==> config.mk <==
export PLATFORM = sky130hd
export DESIGN_NAME = mux8_rr_arbiter
export DESIGN_NICKNAME = d
export VERILOG_FILES = /design/src/rtl/mux8_arb_pkg.sv /design/src/rtl/rr_pick8.sv /design/src/rtl/mux8_rr_arbiter.sv
export SDC_FILE = /design/constraint.sdc
export NUM_CORES = 1
export LEC_CHECK = 0
export CAP_MARGIN = 20
export CORE_MARGIN = 2
export CORE_UTILIZATION = 39
export DETAILED_ROUTE_END_ITERATION = 10
export PLACE_DENSITY = 0.78
export REMOVE_ABC_BUFFERS = 1
export SYNTH_ARGS = -nofsm -noshare
export SYNTH_HDL_FRONTEND = slang
export SYNTH_SLANG_ARGS = --single-unit
==> constraint.sdc <==
create_clock -name clk -period 3.07 [get_ports clk]
set_input_delay 0.614 -clock clk [delete_from_list [all_inputs] [get_ports clk]]
set_output_delay 0.614 -clock clk [all_outputs]
set_load 0.03 [all_outputs]
==> src/rtl/mux8_arb_pkg.sv <==
// Shared constants, state encoding and helpers for the 8-way round-robin mux arbiter.
package mux8_arb_pkg;

    localparam int unsigned N_REQ = 8;
    localparam int unsigned SEL_W = 3;

    typedef enum logic {
        IDLE,
        GRANT
    } arb_state_t;

    function automatic logic [N_REQ-1:0] onehot8(input logic [SEL_W-1:0] s);
        onehot8    = '0;
        onehot8[s] = 1'b1;
    endfunction

endpackage

==> src/rtl/rr_pick8.sv <==
// Combinational rotate-priority picker: first set request at or after ptr, wrapping modulo 8.
module rr_pick8
    import mux8_arb_pkg::*;
(
    input  logic [N_REQ-1:0] req,
    input  logic [SEL_W-1:0] ptr,
    output logic [SEL_W-1:0] win,
    output logic             any
);

    logic [SEL_W-1:0] idx;

    always_comb begin
        win = ptr;
        any = 1'b0;
        idx = '0;
        for (int unsigned i = 0; i < N_REQ; i++) begin
            idx = ptr + SEL_W'(i);
            if (!any && req[idx]) begin
                win = idx;
                any = 1'b1;
            end
        end
    end

endmodule

==> src/rtl/mux8_rr_arbiter.sv <==
// Round-robin arbiter/sequencer for the shared 8-to-1 datapath mux with a one-entry output register.
// Optional burst lock (grant held until req_last) is enabled by defining MUX_ARB_LOCK_EN.
module mux8_rr_arbiter
    import mux8_arb_pkg::*;
#(
    parameter int unsigned DW = 8
) (
    input  logic                clk,
    input  logic                rst_n,
    input  logic [N_REQ-1:0]    req_valid,
    input  logic [N_REQ*DW-1:0] req_data,
`ifdef MUX_ARB_LOCK_EN
    input  logic [N_REQ-1:0]    req_last,
`endif
    output logic [N_REQ-1:0]    req_ready,
    output logic [SEL_W-1:0]    sel,
    output logic [N_REQ-1:0]    grant,
    output logic                out_valid,
    output logic [DW-1:0]       out_data,
    input  logic                out_ready,
    output logic                busy
);

    arb_state_t       state;
    logic [SEL_W-1:0] ptr;
    logic [SEL_W-1:0] win;
    logic             any;
    logic             slot_free;
    logic             accept;
    logic             rel_beat;

    rr_pick8 u_pick (
        .req (req_valid),
        .ptr (ptr),
        .win (win),
        .any (any)
    );

    // Ready depends only on state, sel and the output slot, never on req_valid.
    assign slot_free = !out_valid || out_ready;
    assign busy      = (state == GRANT);
    assign req_ready = (busy && slot_free) ? onehot8(sel) : '0;
    assign accept    = busy && slot_free && req_valid[sel];

`ifdef MUX_ARB_LOCK_EN
    assign rel_beat = accept && req_last[sel];
`else
    assign rel_beat = accept;
`endif

    always_ff @(posedge clk or negedge rst_n) begin
        if (!rst_n) begin
            state     <= IDLE;
            ptr       <= '0;
            sel       <= '0;
            grant     <= '0;
            out_valid <= 1'b0;
            out_data  <= '0;
        end else begin
            if (accept) begin
                out_data  <= req_data[int'(sel)*DW +: DW];
                out_valid <= 1'b1;
            end else if (out_ready) begin
                out_valid <= 1'b0;
            end

            case (state)
                IDLE: begin
                    if (any) begin
                        sel   <= win;
                        grant <= onehot8(win);
                        state <= GRANT;
                    end
                end
                GRANT: begin
                    if (rel_beat) begin
                        grant <= '0;
                        ptr   <= sel + SEL_W'(1);
                        state <= IDLE;
                    end
                end
                default: state <= IDLE;
            endcase
        end
    end

endmodule

==> results of run 1 <==
==> cell families after synthesis <==
group,after synthesis,share of synthesized area [%]
fa+ha+maj,3,1.58
buf+inv,22,4.83
xor+xnor,5,2.15
mux,53,37.0
flops,24,25.2
simple gates,69,14.7
compound gates,49,14.6
==> power by group <==
group	switching, W	internal [W]	total, W	leakage [nW]
sequential	0.000121	0.000451	0.000573	0.291
combinational	0.00202	0.00204	0.00406	1.36
clock	0.000101	0.000115	0.000216	0.0288
==> state kept, by name, indices dropped and copies added (netlist names) <==
register and flops:
sel 3, out_data 8, busy 1, out_valid 1
ptr 3, grant 8
==> what timing repair did <==
action                     CTS  global route
gates resized for setup      8            19
setup endpoints to repair    8            11
pin swaps                    2             8
setup buffers                2             7
==> worst max-delay path by stage <==
stage / start / endpoint / depth (start not counted)
6_report: ptr[0] / grant[4] / 12
5_1_grt: ptr[1] / grant[4] / 12
4_1_cts: req_valid[3] / grant[4] / 9
3_5_place_dp: req_valid[2] / grant[4] / 9
3_3_place_gp: req_valid[2] / grant[4] / 9
2_1_floorplan: ptr[0] / grant[4] / 10
==> routing by layer <==
metal | vias up | wire length [um] | GRT usage [%]
li1 | 1140 | - | -
met1 | 1163 | 2780 | 24.0
met2 | 86 | 3810 | 36.6
met3 | 10 | 408 | 5.11
met4 | 0 | 74 | 4.33
met5 | - | 0 | 0
==> synth_stat cells, drive strengths merged <==
library cell   n  area (um^2)
mux2i         26          273
dfrtp         24          601
mux4          24          574
nor2          24         92.6
a21oi         16         80.1
nand2         16         62.6
inv            9         33.8
o21ai          9         45.0
clkbuf         8         40.0
nand3          7         35.0
nor3           6         30.0
buf            5         41.3
a22o           4         37.5
nand2b         4         25.0
a31oi          3         31.3
a32o           3         31.3
a32oi          3         33.8
ha             3         37.5
mux2           3         33.8
xnor2          3         33.8
a21o           2         15.0
a2bb2oi        2         17.5
nand3b         2         15.0
nand4          2         12.5
nor3b          2         26.3
o22ai          2         12.5
or2            2         12.5
xor2           2         17.5
a221o          1         10.0
a31o           1         8.76
and2b          1         8.76
and3           1         6.26
and3b          1         8.76
nor2b          1         13.8
o211ai         1         7.51
o221ai         1         8.76
o32ai          1         8.76
==> worst max-delay path: stages (launching register included) <==
cell	delay, ps
dfrtp_1	410
inv_2	80
ha_4	210
buf_12	140
mux2i_2	150
mux4_2	500
a32o_2	330
nor2b_4	150
buf_4	130
nand2_1	80
nand4_1	140
a32o_1	360
a22o_2	280
==> through the flow <==
stage | TNS [ps] | cell area [um^2] | total power, W
after CTS | 0 | 3740 | 0.00456
after floorplan | -2860 | 2300 | 0.00288
final | -0.447 | 3840 | 0.00484
after global placement | -1910 | 3680 | 0.00415
after detailed placement | -2790 | 3680 | 0.00422
after global routing | -646 | 3840 | 0.00516
==> final cells by class <==
type,instances,share of cell area (%)
well taps,75,2.44
inverters,9,0.879
multi-input cells,179,44.0
flip-flops and latches,24,15.6
clock buffers,4,1.43
repair buffers,146,35.6
==> parameters.txt, run 1 <==
Parameter                              Value

Logic synthesis
  Unique masters post-synth ... 49
  Syn. warnings ... 0
  Synth Cell Area ... 2380 um^2
  Flip-flop and latch count after synthesis ... 24
  Post-synthesis average cell area ... 10.6 um^2
  Register area share after synthesis ... 25.2%
  Number of cells produced by synthesis ... 225

Clocking
  Clock edge transition at the registers on the reported setup and hold paths ... 90 ps
  TritonCTS clock tree ... built
  Max clock buf depth ... 2
  Num CTS Buffers ... 3
  H-tree depth reported by CTS ... 1
  Cell at the root of the clock tree ... clkbuf_8
  Worst-Skew Late Latency ... 270 ps
  Post-cts hold buffer count ... 0
  TritonCTS Sinks ... 24

Routing
  Post-detailed-route wirelength per cell ... 16.2 um
  Total routed wirelength ... 7070 um
  Detailed-routing iteration count for the pre-antenna-repair pass ... 4
  Iteration-0 DRC Markers ... 84
  DRC violation count after routing ... 0
  Vias after detailed routing ... 2399
  Antenna Nets Post-Route ... 0
  Via density per instance ... 5.49

STA
  Final Max Tran Viols ... 0
  Worst relative slew slack ... 65.7%
  WHS ... 488 ps
  Time the worst path needs with I/O delays and setup ... 3070 ps
  Final worst slack ... -0.447 ps
  Max Fclk ... 0.326 GHz
  RSZ-0062 raised after global routing ... true
  Worst Clk Skew ... 4.52 ps
  Final Hold Viols ... 0
  Final cycle utilization of the critical path ... 100%
  Transition time at the pin with the least slew margin ... 512 ps
  Number of failing setup endpoints in the final timing report ... 1

Die
  Initial core utilization ... 40.2%
  Die Span Y ... 82.2 um
  X dimension of the die ... 82.2 um
  Number of I/O pins ... 104
  Overall die area ... 6750 um^2
  Site row count ... 28
  Area of the core ... 5920 um^2

Hold path
  Sink of the worst hold path ... grant[5]
  Count of cells along the worst hold path ... 2
  Critical hold path startpoint ... grant[5]
  Path category of the worst min-delay check ... reg -> reg

Finish
  Diodes inserted ... 0
  Area growth from synthesis to final layout ... 61.2%
  Number of fillers in the final layout ... 490
  Final Instance Count excl. Fillers ... 437
  Commonest non-fill, non-tap cell in the layout ... clkdlybuf4s50_1
  Sequential Area ... 601 um^2
  Total number of nets in the final design ... 441
  Share of layout cells above drive strength 1 ... 27.6%
  Most frequent cells in the layout ... clkdlybuf4s50_1, buf_4, dfrtp_1
  Area of the multi-input gates ... 1690 um^2
  Layout Utilization ... 64.9%

Setup path
  Endpoint of the lowest-slack register-to-register path ... grant[4]
  Critical Path AT ... 3230 ps
  Launching point of the worst reg2reg path ... ptr[0]
  Required time reported for the critical path endpoint ... 3230 ps
  Top fanout value on the critical path ... 7
  Worst Setup Start Kind ... register
  Register-to-register setup slack ... -0.4 ps
  CP endpoint kind ... register
  Worst reg2reg path depth ... 12
  Kind of critical path ... reg -> reg

Placed design
  Number of cells in the design after placement ... 424
  DP Wirelength ... 5510 um
  Routability congestion estimate ... 0.790
  Worst slack, placed ... -364 ps
  Buffers on Ports ... 103

Global routing
  Global Route Usage Sum ... 20.1%
  Antenna violations before repair ... 0
  Wire length of the first global-routing pass ... 10600 um
  Vias in the first global route ... 2412
  Largest net degree at the start of global routing ... 27
  Gr ovfl total ... 0

Power
  Pwr/cell area ... 1260 nW/um^2
  IR Drop Worst-Case VDD ... 0.000554 V
  Leakage component of the power ... 1.68 nW

Flow run
  Number of violations of the max-capacitance limit ... 0

Status
  Run status ... finished with violations
  Violated checks ... negative setup slack
Note: power is estimated with default switching activity, not from simulation.
==> inputs of run 2 (changes only) <==
CORE_UTILIZATION = 45   (was 39)
DONT_BUFFER_PORTS = 1   (was not set)
PLACE_DENSITY = 0.71   (was 0.78)
==> parameters.txt, run 2 (synthesized netlist as in run 1, its figures left out) <==
Parameter                              Value

Finish
  Most frequent cells in the layout ... mux2i_1, buf_4, nor2_1, dfrtp_1, mux4_2
  Final Instance Count excl. Fillers ... 310 (-29%)
  Layout Utilization ... 51.8% (-13 points)
  Diodes inserted ... 0 (unchanged)
  Share of layout cells above drive strength 1 ... 27.5% (-0.12 points)
  Area growth from synthesis to final layout ... 11.0%
  Total number of nets in the final design ... 319 (-28%)
  Largest registers in the final layout ... grant (8), out_data (8)
  Commonest non-fill, non-tap cell in the layout ... mux2i_1

Power
  Leakage component of the power ... 1.11 nW (-34%)
  Power after layout ... 0.00395 W (-18%)
  Pwr/cell area ... 1490 nW/um^2 (+18%)
  IR Drop Worst-Case VDD ... 0.000735 V (+33%)

Routing
  Total routed wirelength ... 5690 um (-20%)
  Antenna Nets Post-Route ... 0 (unchanged)
  DRC violation count after routing ... 0 (unchanged)
  Detailed-routing iteration count for the pre-antenna-repair pass ... 6 (+2)
  Iteration-0 DRC Markers ... 75 (-11%)
  Post-detailed-route wirelength per cell ... 18.3 um (+13%)
  Via density per instance ... 6.17 (+12%)
  Vias after detailed routing ... 1912 (-20%)

Die
  Overall die area ... 5890 um^2 (-13%)
  Initial core utilization ... 46.6% (+6.4 points)
  Die Span Y ... 76.8 um (-6.6%)
  Area of the core ... 5110 um^2 (-14%)
  X dimension of the die ... 76.8 um (-6.6%)
  Site row count ... 26 (-7.1%)
  Number of I/O pins ... 104 (unchanged)

Setup path
  Worst Setup Start Kind ... register
  Register-to-register setup slack ... 150 ps (+150 ps)
  CP endpoint kind ... register
  Required time reported for the critical path endpoint ... 3270 ps (+40 ps)
  Kind of critical path ... reg -> reg
  Critical Path AT ... 3120 ps (-110 ps)
  Top fanout value on the critical path ... 9 (+2)

Flow run
  Number of violations of the max-capacitance limit ... 0 (unchanged)

Clocking
  Clock edge transition at the registers on the reported setup and hold paths ... 80 ps (about the same)
  Cell at the root of the clock tree ... clkbuf_8
  Worst-Skew Late Latency ... 260 ps (about the same)
  H-tree depth reported by CTS ... 1 (unchanged)
  Max clock buf depth ... 2 (unchanged)
  Num CTS Buffers ... 3 (unchanged)
  TritonCTS Sinks ... 24 (unchanged)
  TritonCTS clock tree ... built

Global routing
  Antenna violations before repair ... 0 (unchanged)
  Vias in the first global route ... 1893 (-22%)
  Wire length of the first global-routing pass ... 9200 um (-13%)
  Largest net degree at the start of global routing ... 25 (-7.4%)
  Gr ovfl total ... 0 (unchanged)
  Global Route Usage Sum ... 19.2% (-0.94 points)

STA
  Worst Clk Skew ... 8.12 ps (+3.60 ps)
  Number of failing setup endpoints in the final timing report ... 0 (-1)
  Post-Route Setup TNS ... 0 ps (+0.447 ps)
  Worst relative slew slack ... 63.2% (-2.5 points)
  Final cycle utilization of the critical path ... 95.0% (-5.0 points)
  Max Fclk ... 0.343 GHz (+5.2%)
  RSZ-0062 raised after global routing ... false
  Transition time at the pin with the least slew margin ... 549 ps (+36.9 ps)
  Time the worst path needs with I/O delays and setup ... 2920 ps (-153 ps)
  Final Hold Viols ... 0 (unchanged)
  Final Max Tran Viols ... 0 (unchanged)
  Final worst slack ... 152 ps (+153 ps)

Status
  Run status ... finished, final reports clean

Placed design
  Number of cells in the design after placement ... 304 (-28%)
  Worst slack, placed ... -103 ps (+260 ps)
  Buffers on Ports ... 0 (-100%)
  DP Wirelength ... 4560 um (-17%)
  Routability congestion estimate ... 0.824 (+4.2%)

Hold path
  Path category of the worst min-delay check ... in -> async
## run 2: changes by cell type in the layout (fill, tap and decap cells not counted), sizes merged
cell           delta
buf              -26
clkdlybuf4s50    -88
dlymetal6s2s      -8
## run 2: critical path, stage by stage (launching register included)
cell and delay, ps:
dfrtp_1 390, inv_1 110, ha_4 250, mux2i_1 150, mux4_2 490, a32o_2 340, nor2b_4 160, a221o_1 350
a32oi_4 240, and3b_1 220, a22o_2 150
## run 2: path summary, 6_finish.rpt
| path | start | to | cells after the start |
|---|---|---|---|
| min reg2reg | sel[0] | ptr[0] | 1 |
| min in group clk | out_ready | out_valid | 2 |
| max in group asynchronous | rst_n | sel[0] | 0 |
| max reg2reg | ptr[0] | grant[4] | 10 |
| max | ptr[0] | grant[4] | 10 |
| min | rst_n | out_data[5] | 0 |
## run 2: area by class of cell
| type | count | area (um^2) |
|---|---|---|
| clock buffers | 4 | 45.0 |
| well taps | 70 | 87.6 |
| repair buffers | 24 | 180 |
| fillers | 467 | 2460 |
| inverters | 9 | 33.8 |
| multi-input cells | 179 | 1700 |
| flip-flops and latches | 24 | 602 |
## run 2: layer usage
| layer | GRT usage (%) | part of all wire, % | vias to the layer above |
|---|---|---|---|
| li1 | - | - | 903 |
| met1 | 25.4 | 42 | 936 |
| met2 | 32.9 | 52 | 67 |
| met3 | 3.29 | 4.7 | 6 |
| met4 | 4.36 | 1.3 | 0 |
| met5 | 0 | 0 | - |
## run 2: repair_timing
item	CTS	global route
hold buffers	0	0
gates resized for setup	2	7
setup endpoints to repair	10	6
pin swaps	0	3
buffers inserted	0	2
## run 2: metrics by stage
stage	hold slack [ps]	cell area, um^2
after floorplan	318	2300
after global placement	319	2550
after detailed placement	319	2550
after CTS	24.2	2610
after global routing	15.2	2650
final	34.9	2650
## run 2: where the power goes
group / total [W] / switching, W / internal [W]
Clock: 0.000187 / 0.0000942 / 0.0000926
Sequential: 0.000777 / 0.000327 / 0.000450
Combinational: 0.00298 / 0.00155 / 0.00143
==> inputs of run 3 (changes only) <==
SETUP_SLACK_MARGIN = 0.5   (was not set)
==> parameters.txt, run 3 (synthesized netlist as in run 1, its figures left out) <==
Parameter                              Value

STA
  Worst Clk Skew ... 10.6 ps (+2.46 ps)
  Time the worst path needs with I/O delays and setup ... 2880 ps (-35.2 ps)
  Max Fclk ... 0.347 GHz (+1.2%)
  Transition time at the pin with the least slew margin ... 549 ps (-0.0000596 ps)
  Final cycle utilization of the critical path ... 93.9% (-1.1 points)
  WHS ... 30.5 ps (-4.45 ps)
  Final Max Tran Viols ... 0 (unchanged)
  Worst relative slew slack ... 63.2% (unchanged)
  Final Hold Viols ... 0 (unchanged)
  Number of failing setup endpoints in the final timing report ... 0 (unchanged)
  RSZ-0062 raised after global routing ... true

Clocking
  Clock edge transition at the registers on the reported setup and hold paths ... 80 ps (about the same)
  H-tree depth reported by CTS ... 1 (unchanged)
  Post-cts hold buffer count ... 0 (unchanged)
  Num CTS Buffers ... 3 (unchanged)
  Max clock buf depth ... 2 (unchanged)
  Cell at the root of the clock tree ... clkbuf_8
  Worst-Skew Late Latency ... 270 ps (about the same)
  TritonCTS clock tree ... built
  TritonCTS Sinks ... 24 (unchanged)

Placed design
  Routability congestion estimate ... 0.824 (unchanged)
  DP Wirelength ... 4560 um (unchanged)
  Buffers on Ports ... 0 (unchanged)
  Number of cells in the design after placement ... 304 (unchanged)
  Instance area at placement ... 2550 um^2 (unchanged)

Routing
  Post-detailed-route wirelength per cell ... 18.8 um (+2.5%)
  Via density per instance ... 6.11 (-0.92%)
  Vias after detailed routing ... 1931 (+0.99%)
  Total routed wirelength ... 5940 um (+4.5%)
  Detailed-routing iteration count for the pre-antenna-repair pass ... 4 (-2)
  Antenna Nets Post-Route ... 0 (unchanged)
  Iteration-0 DRC Markers ... 84 (+12%)
  DRC violation count after routing ... 0 (unchanged)

Die
  Die Span Y ... 76.8 um (unchanged)
  Number of I/O pins ... 104 (unchanged)
  Area of the core ... 5110 um^2 (unchanged)
  Initial core utilization ... 46.6% (unchanged)
  Site row count ... 26 (unchanged)
  X dimension of the die ... 76.8 um (unchanged)
  Overall die area ... 5890 um^2 (unchanged)

Global routing
  Wire length of the first global-routing pass ... 9220 um (+0.15%)
  Vias in the first global route ... 1898 (+0.26%)
  Antenna violations before repair ... 0 (unchanged)
  Gr ovfl total ... 0 (unchanged)
  Global Route Usage Sum ... 19.3% (+0.14 points)
  Largest net degree at the start of global routing ... 25 (unchanged)

Power
  IR Drop Worst-Case VDD ... 0.000748 V (+1.8%)
  Leakage component of the power ... 1.12 nW (+0.82%)
  Pwr/cell area ... 1560 nW/um^2 (+4.8%)

Finish
  Commonest non-fill, non-tap cell in the layout ... buf_4
  Diodes inserted ... 0 (unchanged)
  Number of fillers in the final layout ... 459 (-1.7%)
  Most frequent cells in the layout ... buf_4, nor2_1, mux4_2, dfrtp_1, mux2i_1
  Area of the multi-input gates ... 1720 um^2 (+1.1%)
  Final Instance Count excl. Fillers ... 316 (+1.9%)
  Layout Utilization ... 53.3% (+1.5 points)
  Largest registers in the final layout ... grant (8), out_data (8)
  Share of layout cells above drive strength 1 ... 36.2% (+8.7 points)
  Area growth from synthesis to final layout ... 14.2%
  Total number of nets in the final design ... 325 (+1.9%)
  Sequential Area ... 602 um^2 (unchanged)
  Area of all placed cells without fillers ... 2720 um^2 (+2.8%)

Hold path
  Path category of the worst min-delay check ... in -> async

Status
  Run status ... finished, final reports clean

Setup path
  Cell at the slowest stage of the critical path ... mux4_2
  Critical Path AT ... 3030 ps (-90 ps)
  Required time reported for the critical path endpoint ... 3220 ps (-50 ps)
  CP endpoint kind ... register
  Top fanout value on the critical path ... 7 (-2)
  Worst Setup Start Kind ... register
  Cell class contributing the biggest share of worst-path delay ... compound AO/OA/AOI/OAI gates
  Total buffers and inverters traversed by the critical path ... 2 (+1)
  Kind of critical path ... reg -> reg
  Max incr delay on CP ... 490 ps (about the same)
  Launching point of the worst reg2reg path ... ptr[0]
  Source of the critical timing path ... ptr[0]
  Worst path cell trace ... inv_2 > ha_4 > mux2i_2 > mux4_2 > a32o_2 > buf_4 > a21oi_1 > a221o_1 > a32oi_4 > and3b_1 > a22o_2

Flow run
  Number of violations of the max-capacitance limit ... 0 (unchanged)
-- run 3: cell count changes in the layout (fill, tap and decap cells not counted), sizes merged --
| cell | previous run | this run |
|---|---|---|
| buf | 24 | 30 |
-- run 3: through the flow --
step	TNS (ps)	total power, W	setup WS [ps]
floorplan	-2860	0.00288	-419
global placement	0	0.00356	34.2
detailed placement	-495	0.00364	-103
CTS	0	0.00408	185
global route	0	0.00458	62.3
finish	0	0.00426	188
-- run 3: final cells by class --
class / count / area share (%)
Inverter: 9 / 1.24
Multi-Input combinational cell: 179 / 63.1
Clock buffer: 4 / 1.66
Timing Repair Buffer: 30 / 8.69
Sequential cell: 24 / 22.1
Tap cell: 70 / 3.22
-- run 3: power by group --
group          leakage (nW)  switching (W)  total (W)  internal (W)
clock network        0.0228      0.0000957   0.000188     0.0000927
registers             0.290       0.000329   0.000779      0.000450
logic                 0.808        0.00167    0.00329       0.00162
total                  1.12        0.00209    0.00426       0.00216
-- run 3: final timing paths --
path,to,slack [ps],depth (start not counted)
min in group clk,out_valid,560,2
max in group asynchronous,grant[4],2960,0
worst max register to register,grant[4],190,11
worst min-delay path,sel[0],30,0
worst max-delay path,grant[4],190,11
worst min register to register,ptr[0],630,1
-- run 3: what timing repair did --
item | 4_1_cts | 5_1_grt
pin swaps | 11 | 3
setup buffers | 5 | 3
gates resized for setup | 22 | 11
setup endpoints to repair | 12 | 12
-- run 3: layer usage --
metal / vias up / share of wire [%] / track usage, %
met5: - / 0 / 0
met4: 0 / 1.2 / 4.36
met3: 6 / 4.6 / 3.29
met2: 69 / 52 / 33.6
met1: 949 / 42 / 25.3
li1: 907 / - / -
